--- src/rtl/quarter_wave_dds_pkg.sv ---
// Shared definitions for the quarter-wave DDS: waveform select codes and
// quadrant numbering of the phase accumulator's top two bits.
package quarter_wave_dds_pkg;

    typedef enum logic [1:0] {
        MODE_SINE   = 2'd0,
        MODE_SQUARE = 2'd1,
        MODE_TRI    = 2'd2,
        MODE_SAW    = 2'd3
    } mode_e;

    localparam logic [1:0] Q1 = 2'd0;
    localparam logic [1:0] Q2 = 2'd1;
    localparam logic [1:0] Q3 = 2'd2;
    localparam logic [1:0] Q4 = 2'd3;

endpackage

--- src/rtl/quarter_wave_dds_if.sv ---
// Control, ROM and sample-output bundle of the DDS. The slave side is the
// generator; the master side is the register block, ROM and DAC stage.
interface quarter_wave_dds_if #(
    parameter int PHASE_W = 16,
    parameter int ADDR_W  = 6,
    parameter int DATA_W  = 8
);
    logic               en;
    logic [PHASE_W-1:0] ftw;
    logic               ftw_load;
    logic               phase_clr;
    logic [1:0]         mode;
    logic [ADDR_W-1:0]  lut_addr;
    logic [DATA_W-1:0]  lut_data;
    logic [DATA_W:0]    sample;
    logic               sample_valid;
    logic [1:0]         quadrant;

    modport master (
        output en, ftw, ftw_load, phase_clr, mode, lut_data,
        input  lut_addr, sample, sample_valid, quadrant
    );

    modport slave (
        input  en, ftw, ftw_load, phase_clr, mode, lut_data,
        output lut_addr, sample, sample_valid, quadrant
    );
endinterface

--- src/rtl/quarter_wave_dds_phase_accumulator.sv ---
// Phase accumulator with a latched tuning word; the load takes effect on the
// add one edge later, so a simultaneous load and advance uses the old word.
module phase_accumulator #(
    parameter int PHASE_W = 16
) (
    input  logic               clk,
    input  logic               rst_n,
    input  logic               en,
    input  logic               phase_clr,
    input  logic               ftw_load,
    input  logic [PHASE_W-1:0] ftw,
    output logic [PHASE_W-1:0] acc
);

    logic [PHASE_W-1:0] ftw_q;

    always_ff @(posedge clk or negedge rst_n) begin
        if (!rst_n) begin
            acc   <= '0;
            ftw_q <= '0;
        end else begin
            if (phase_clr) begin
                acc <= '0;
            end else if (en) begin
                acc <= acc + ftw_q;
            end
            if (ftw_load) begin
                ftw_q <= ftw;
            end
        end
    end

endmodule

--- src/rtl/quarter_wave_dds.sv ---
// Quarter-wave DDS: accumulator, address fold, external ROM read and
// sign/shape restoration, three registered stages from phase to sample.
module quarter_wave_dds
    import quarter_wave_dds_pkg::*;
#(
    parameter int PHASE_W = 16,
    parameter int ADDR_W  = 6,
    parameter int DATA_W  = 8
) (
    input logic              clk,
    input logic              rst_n,
    quarter_wave_dds_if.slave bus
);

    // PHASE_W must cover ADDR_W+2 (fold) and DATA_W+1 (sawtooth) bits.
    localparam logic [DATA_W:0] FULL_SCALE = {1'b0, {DATA_W{1'b1}}};

    logic [PHASE_W-1:0] acc;

    phase_accumulator #(.PHASE_W(PHASE_W)) u_acc (
        .clk       (clk),
        .rst_n     (rst_n),
        .en        (bus.en),
        .phase_clr (bus.phase_clr),
        .ftw_load  (bus.ftw_load),
        .ftw       (bus.ftw),
        .acc       (acc)
    );

    logic [1:0]        acc_q;
    logic [ADDR_W-1:0] acc_idx;
    assign acc_q   = acc[PHASE_W-1 -: 2];
    assign acc_idx = acc[PHASE_W-3 -: ADDR_W];

    logic [ADDR_W-1:0] lut_addr_r;
    logic [1:0]        s1_q;
    mode_e             s1_mode;
    logic [DATA_W:0]   s1_saw;
    logic              s1_valid;

    // Stage 1: odd quadrants run the table backwards, so fold the index there.
    always_ff @(posedge clk or negedge rst_n) begin
        if (!rst_n) begin
            lut_addr_r <= '0;
            s1_q       <= '0;
            s1_mode    <= MODE_SINE;
            s1_saw     <= '0;
            s1_valid   <= 1'b0;
        end else begin
            lut_addr_r <= acc_q[0] ? ~acc_idx : acc_idx;
            s1_q       <= acc_q;
            s1_mode    <= mode_e'(bus.mode);
            s1_saw     <= acc[PHASE_W-1 -: DATA_W+1];
            s1_valid   <= bus.en;
        end
    end

    logic [ADDR_W-1:0] s2_addr;
    logic [1:0]        s2_q;
    mode_e             s2_mode;
    logic [DATA_W:0]   s2_saw;
    logic              s2_valid;

    // Stage 2: wait out the ROM's read cycle with the sample's side info.
    always_ff @(posedge clk or negedge rst_n) begin
        if (!rst_n) begin
            s2_addr  <= '0;
            s2_q     <= '0;
            s2_mode  <= MODE_SINE;
            s2_saw   <= '0;
            s2_valid <= 1'b0;
        end else begin
            s2_addr  <= lut_addr_r;
            s2_q     <= s1_q;
            s2_mode  <= s1_mode;
            s2_saw   <= s1_saw;
            s2_valid <= s1_valid;
        end
    end

    logic [ADDR_W+DATA_W-1:0] tri_pad;
    logic [DATA_W:0]          tri_ext;
    logic [DATA_W:0]          sine_ext;
    logic                     negative;
    logic [DATA_W:0]          next_sample;

    assign tri_pad  = {s2_addr, {DATA_W{1'b0}}};
    assign tri_ext  = {1'b0, tri_pad[ADDR_W+DATA_W-1 -: DATA_W]};
    assign sine_ext = {1'b0, bus.lut_data};
    assign negative = (s2_q == Q3) || (s2_q == Q4);

    // Stage 3 shaping: the lower half-period is the upper half negated.
    always_comb begin
        next_sample = '0;
        unique case (s2_mode)
            MODE_SINE:   next_sample = negative ? -sine_ext   : sine_ext;
            MODE_SQUARE: next_sample = negative ? -FULL_SCALE : FULL_SCALE;
            MODE_TRI:    next_sample = negative ? -tri_ext    : tri_ext;
            MODE_SAW:    next_sample = {~s2_saw[DATA_W], s2_saw[DATA_W-1:0]};
            default:     next_sample = '0;
        endcase
    end

    logic [DATA_W:0] sample_r;
    logic [1:0]      quadrant_r;
    logic            valid_r;

    always_ff @(posedge clk or negedge rst_n) begin
        if (!rst_n) begin
            sample_r   <= '0;
            quadrant_r <= '0;
            valid_r    <= 1'b0;
        end else begin
            sample_r   <= next_sample;
            quadrant_r <= s2_q;
            valid_r    <= s2_valid;
        end
    end

    assign bus.lut_addr     = lut_addr_r;
    assign bus.sample       = sample_r;
    assign bus.quadrant     = quadrant_r;
    assign bus.sample_valid = valid_r;

endmodule

--- src/flat_wrapper.sv ---
// flat-port wrapper written by rule: the top's interface ports become plain ports
module quarter_wave_dds_flat import quarter_wave_dds_pkg::*;
#(
    parameter int PHASE_W = 16,
    parameter int ADDR_W  = 6,
    parameter int DATA_W  = 8
)
  (clk, rst_n, bus_en, bus_ftw, bus_ftw_load, bus_phase_clr, bus_mode, bus_lut_data, bus_lut_addr, bus_sample, bus_sample_valid, bus_quadrant);
  quarter_wave_dds_if #(.PHASE_W(PHASE_W), .ADDR_W(ADDR_W), .DATA_W(DATA_W)) bus_i ();
  input logic clk;
  input logic rst_n;
  input wire logic [$bits(bus_i.en)-1:0] bus_en;
  input wire logic [$bits(bus_i.ftw)-1:0] bus_ftw;
  input wire logic [$bits(bus_i.ftw_load)-1:0] bus_ftw_load;
  input wire logic [$bits(bus_i.phase_clr)-1:0] bus_phase_clr;
  input wire logic [$bits(bus_i.mode)-1:0] bus_mode;
  input wire logic [$bits(bus_i.lut_data)-1:0] bus_lut_data;
  output wire logic [$bits(bus_i.lut_addr)-1:0] bus_lut_addr;
  output wire logic [$bits(bus_i.sample)-1:0] bus_sample;
  output wire logic [$bits(bus_i.sample_valid)-1:0] bus_sample_valid;
  output wire logic [$bits(bus_i.quadrant)-1:0] bus_quadrant;
  assign bus_i.en = bus_en;
  assign bus_i.ftw = bus_ftw;
  assign bus_i.ftw_load = bus_ftw_load;
  assign bus_i.phase_clr = bus_phase_clr;
  assign bus_i.mode = bus_mode;
  assign bus_i.lut_data = bus_lut_data;
  assign bus_lut_addr = bus_i.lut_addr;
  assign bus_sample = bus_i.sample;
  assign bus_sample_valid = bus_i.sample_valid;
  assign bus_quadrant = bus_i.quadrant;
  quarter_wave_dds #(.PHASE_W(PHASE_W), .ADDR_W(ADDR_W), .DATA_W(DATA_W)) u_core (.clk(clk), .rst_n(rst_n), .bus(bus_i));
endmodule
--- config.mk ---
export PLATFORM = sky130hd
export DESIGN_NAME = quarter_wave_dds_flat
export DESIGN_NICKNAME = d
export VERILOG_FILES = /design/src/rtl/quarter_wave_dds_pkg.sv /design/src/rtl/quarter_wave_dds_if.sv /design/src/rtl/quarter_wave_dds_phase_accumulator.sv /design/src/rtl/quarter_wave_dds.sv /design/src/flat_wrapper.sv
export SDC_FILE = /design/constraint.sdc
export NUM_CORES = 1
export LEC_CHECK = 0
export CELL_PAD_IN_SITES_DETAIL_PLACEMENT = 1
export CELL_PAD_IN_SITES_GLOBAL_PLACEMENT = 1
export CORE_MARGIN = 1.5
export CORE_UTILIZATION = 47
export CTS_CLUSTER_DIAMETER = 200
export DETAILED_ROUTE_END_ITERATION = 6
export PLACE_DENSITY = 0.83
export SYNTH_ARGS = -nofsm -noshare
export SYNTH_HDL_FRONTEND = slang
export SYNTH_SLANG_ARGS = --single-unit
--- constraint.sdc ---
create_clock -name clk -period 5.9 [get_ports clk]
set_input_delay 0.885 -clock clk [delete_from_list [all_inputs] [get_ports clk]]
set_output_delay 0.885 -clock clk [all_outputs]
set_load 0.03 [all_outputs]
==> results.yml <==
finish:
  final_nets: 438
  drive_gt1_share_pct: 10.2
  final_cell_area_um2: 4570
  multi_input_area_um2: 1680
  fillCellCount: 848
  antenna_cells: 0
  regArea_um2: 2000
  area_delta_synth_final_pct: 20.1
placement:
  numPortBuffers: 48
  pre_cts_ws_ns: 2.52
  dp_hpwl_um: 5860
  placed_cell_area_um2: 4350
  gp_congestion: 0.859
timing:
  final_max_slew_viol_count: 0
  period_share_pct: 51.1
  finClkSkew_ns: 0.00899
  hold_violations: 0
  finalSetupViolCount: 0
  layout_min_cycle_time_ns: 3.02
  rsz0062_at_grt: "false"
  fin_ws_ns: 2.88
  worst_pin_slew_ns: 0.960
  maxSlewHeadroom_pct: 35.8
  finalSetupTns_ns: 0
  fmax_mhz: 332
clocking:
  cts_tree: "built"
  clk_pin_slew_ns: 0.08
  hold_buffers: 0
  cts_max_level: 3
  numCtsBuffers: 9
  postCtsSetupRepairBufs: 0
  clock-sinks: 80
  cts-root-buf: "clkbuf_8"
  clockBufferDepth: 2
  post_cts_resize_count: 0
  insertion_delay_ns: 0.36
die:
  start_util_pct: 49.0
  core_area_um2: 7770
  fp.dieW_um: 93.0
  ioPinCount: 49
  std_cell_rows: 32
  die_h_um: 93.0
  dieArea_um2: 8640
grt:
  grt_overflow: 0
  grt_pass1_wl_um: 14200
  antenna_found_initial: 0
  grt_use_total_pct: 21.4
  grt_max_degree: 81
  grt_pass1_vias: 3011
critical_path:
  crit_required_ns: 6.14
  crit_family: "buffers and inverters"
  cp-start-kind: "primary input"
  slowest_delay_ns: 1.10
  cp_cell_sequence: "clkdlybuf4s50_1 > inv_1 > or3_1 > or3_1 > o311ai_1"
  cp.buffers_inverters: 2
  endpoint_kind: "register"
  crit_top_cell: "or3_1"
  slowest_stage: "clkdlybuf4s50_1"
  critPathMaxFanout: 23
  path_class: "primary input to register"
  cp.arrival_ns: 3.26
logic_synthesis:
  yosys.area.top_type: "dfrtp_1"
  synth.area.top_cells: "dfrtp_1, ha_1, mux2_2"
  synth_cell_type_count: 50
  async_flop_share_pct: 100
  syn_avg_cell_area_um2: 11.1
  synth-edff-count: 0
  synth_fp_nets: 393
  ys_seq_elements: 80
  synth_area_um2: 3800
  ys.flop_type: "dfrtp_1"
  ys.warnings.count: 0
  synth_common_cells: "dfrtp_1, nand2_1, a21oi_1, nor2_1, o21ai_0"
  synth_top_area_share_pct: 52.6
  seq_area_frac_synth_pct: 52.6
  synth.most_common_cell: "dfrtp_1"
  syn_inst: 344
routing:
  dr.pass1.iters: 4
  drt_iter0_markers: 43
  via_per_inst: 5.65
  drc_errors: 0
  drtAntennaViolNets: 0
  vias: 2804
  routed_wl_um: 8340
  avgRoutedWirePerCell_um: 16.8
pwr:
  cellPowerDensity_nw_per_um2: 382
  cellLeakagePower_uw: 0.00200
  irDropWorstVdd_mv: 0.165
job:
  cap_violations: 0
run_status:
  status: "complete, no violations"
hold_path:
  hp-class: "register to register"
## cell families after synthesis
logic type	synth area share [%]
buf+inv	3.26
compound gates	15.4
mux	7.76
xor+xnor	3.68
fa+ha+maj	6.12
flops	52.6
simple gates	11.1
## sequential cells by signal (all words and copies together) (netlist names), 6 cells and up
| name | cells |
|---|---|
| u_core.u_acc.acc | 16 |
| u_core.s2_saw | 7 |
| u_core.bus.lut_addr | 6 |
| u_core.bus.sample | 9 |
| u_core.s2_addr | 6 |
| u_core.s1_saw | 7 |
| u_core.u_acc.ftw_q | 16 |
## layout by cell type (no fill, tap or decap), drive strengths merged, types with 4 or more instances in the layout
cell type | synthesis | routed
o21a | 4 | 4
a21o | 4 | 4
inv | 17 | 19
a21oi | 24 | 24
mux2 | 16 | 16
nor2b | 4 | 4
a211oi | 6 | 6
clkbuf | 11 | 10
xor2 | 7 | 7
nor2 | 21 | 21
clkdlybuf4s50 | 0 | 47
mux2i | 7 | 7
nand3b | 7 | 7
o21ai | 26 | 26
ha | 17 | 17
or3 | 7 | 7
dfrtp | 80 | 80
xnor2 | 9 | 9
nand3 | 6 | 6
o311ai | 4 | 4
nand2 | 25 | 25
## per-stage QoR
step	total power, uW	utilization (%)	hold WS, ns	instances
5_1_grt	1840	58.8	0.360	496
3_3_place_gp	1280	56.0	0.333	480
4_1_cts	1760	58.8	0.354	496
6_report	1750	58.8	0.351	496
2_1_floorplan	1100	-	0.331	344
3_5_place_dp	1310	56.0	0.336	480
## power by group
| group | switching [uW] | internal, uW | leakage (uW) |
|---|---|---|---|
| registers | 84.5 | 663 | 0.00101 |
| logic | 312 | 240 | 0.000881 |
| clock network | 206 | 241 | 0.000107 |
| total | 603 | 1140 | 0.00200 |
## worst paths after layout
kind                                            start                     to  slack, ns  cells after the start
worst max-delay path                           bus_en   u_core.u_acc.acc[14]       2.88                      5
worst min-delay path                 u_core.s1_saw[2]       u_core.s2_saw[2]       0.35                      0
worst max register to register  u_core.u_acc.ftw_q[0]   u_core.u_acc.acc[12]       3.41                      9
max in group asynchronous                       rst_n  u_core.u_acc.ftw_q[6]       4.62                      1
worst min register to register       u_core.s1_saw[2]       u_core.s2_saw[2]       0.35                      0
min in group asynchronous                       rst_n      u_core.s2_mode[0]       0.67                      1
## final cells by class
cell class	instances	share of cell area, %
Tap cell	102	2.79
Timing Repair Buffer	48	10.5
Clock inverter	6	1.97
Clock buffer	10	2.79
Multi-Input combinational cell	233	36.7
Inverter	17	1.40
Sequential cell	80	43.8
## routing by layer
| metal | vias to the layer above | share of wire, % | wire length, um | global-route usage [%] |
|---|---|---|---|---|
| met5 | - | 0 | 0 | 0 |
| met3 | 13 | 3.3 | 274 | 4.93 |
| met1 | 1424 | 41 | 3430 | 24.5 |
| met4 | 0 | 1.7 | 144 | 7.70 |
| li1 | 1315 | - | - | - |
| met2 | 52 | 54 | 4490 | 38.9 |
Power figures use the tool's default switching activity.
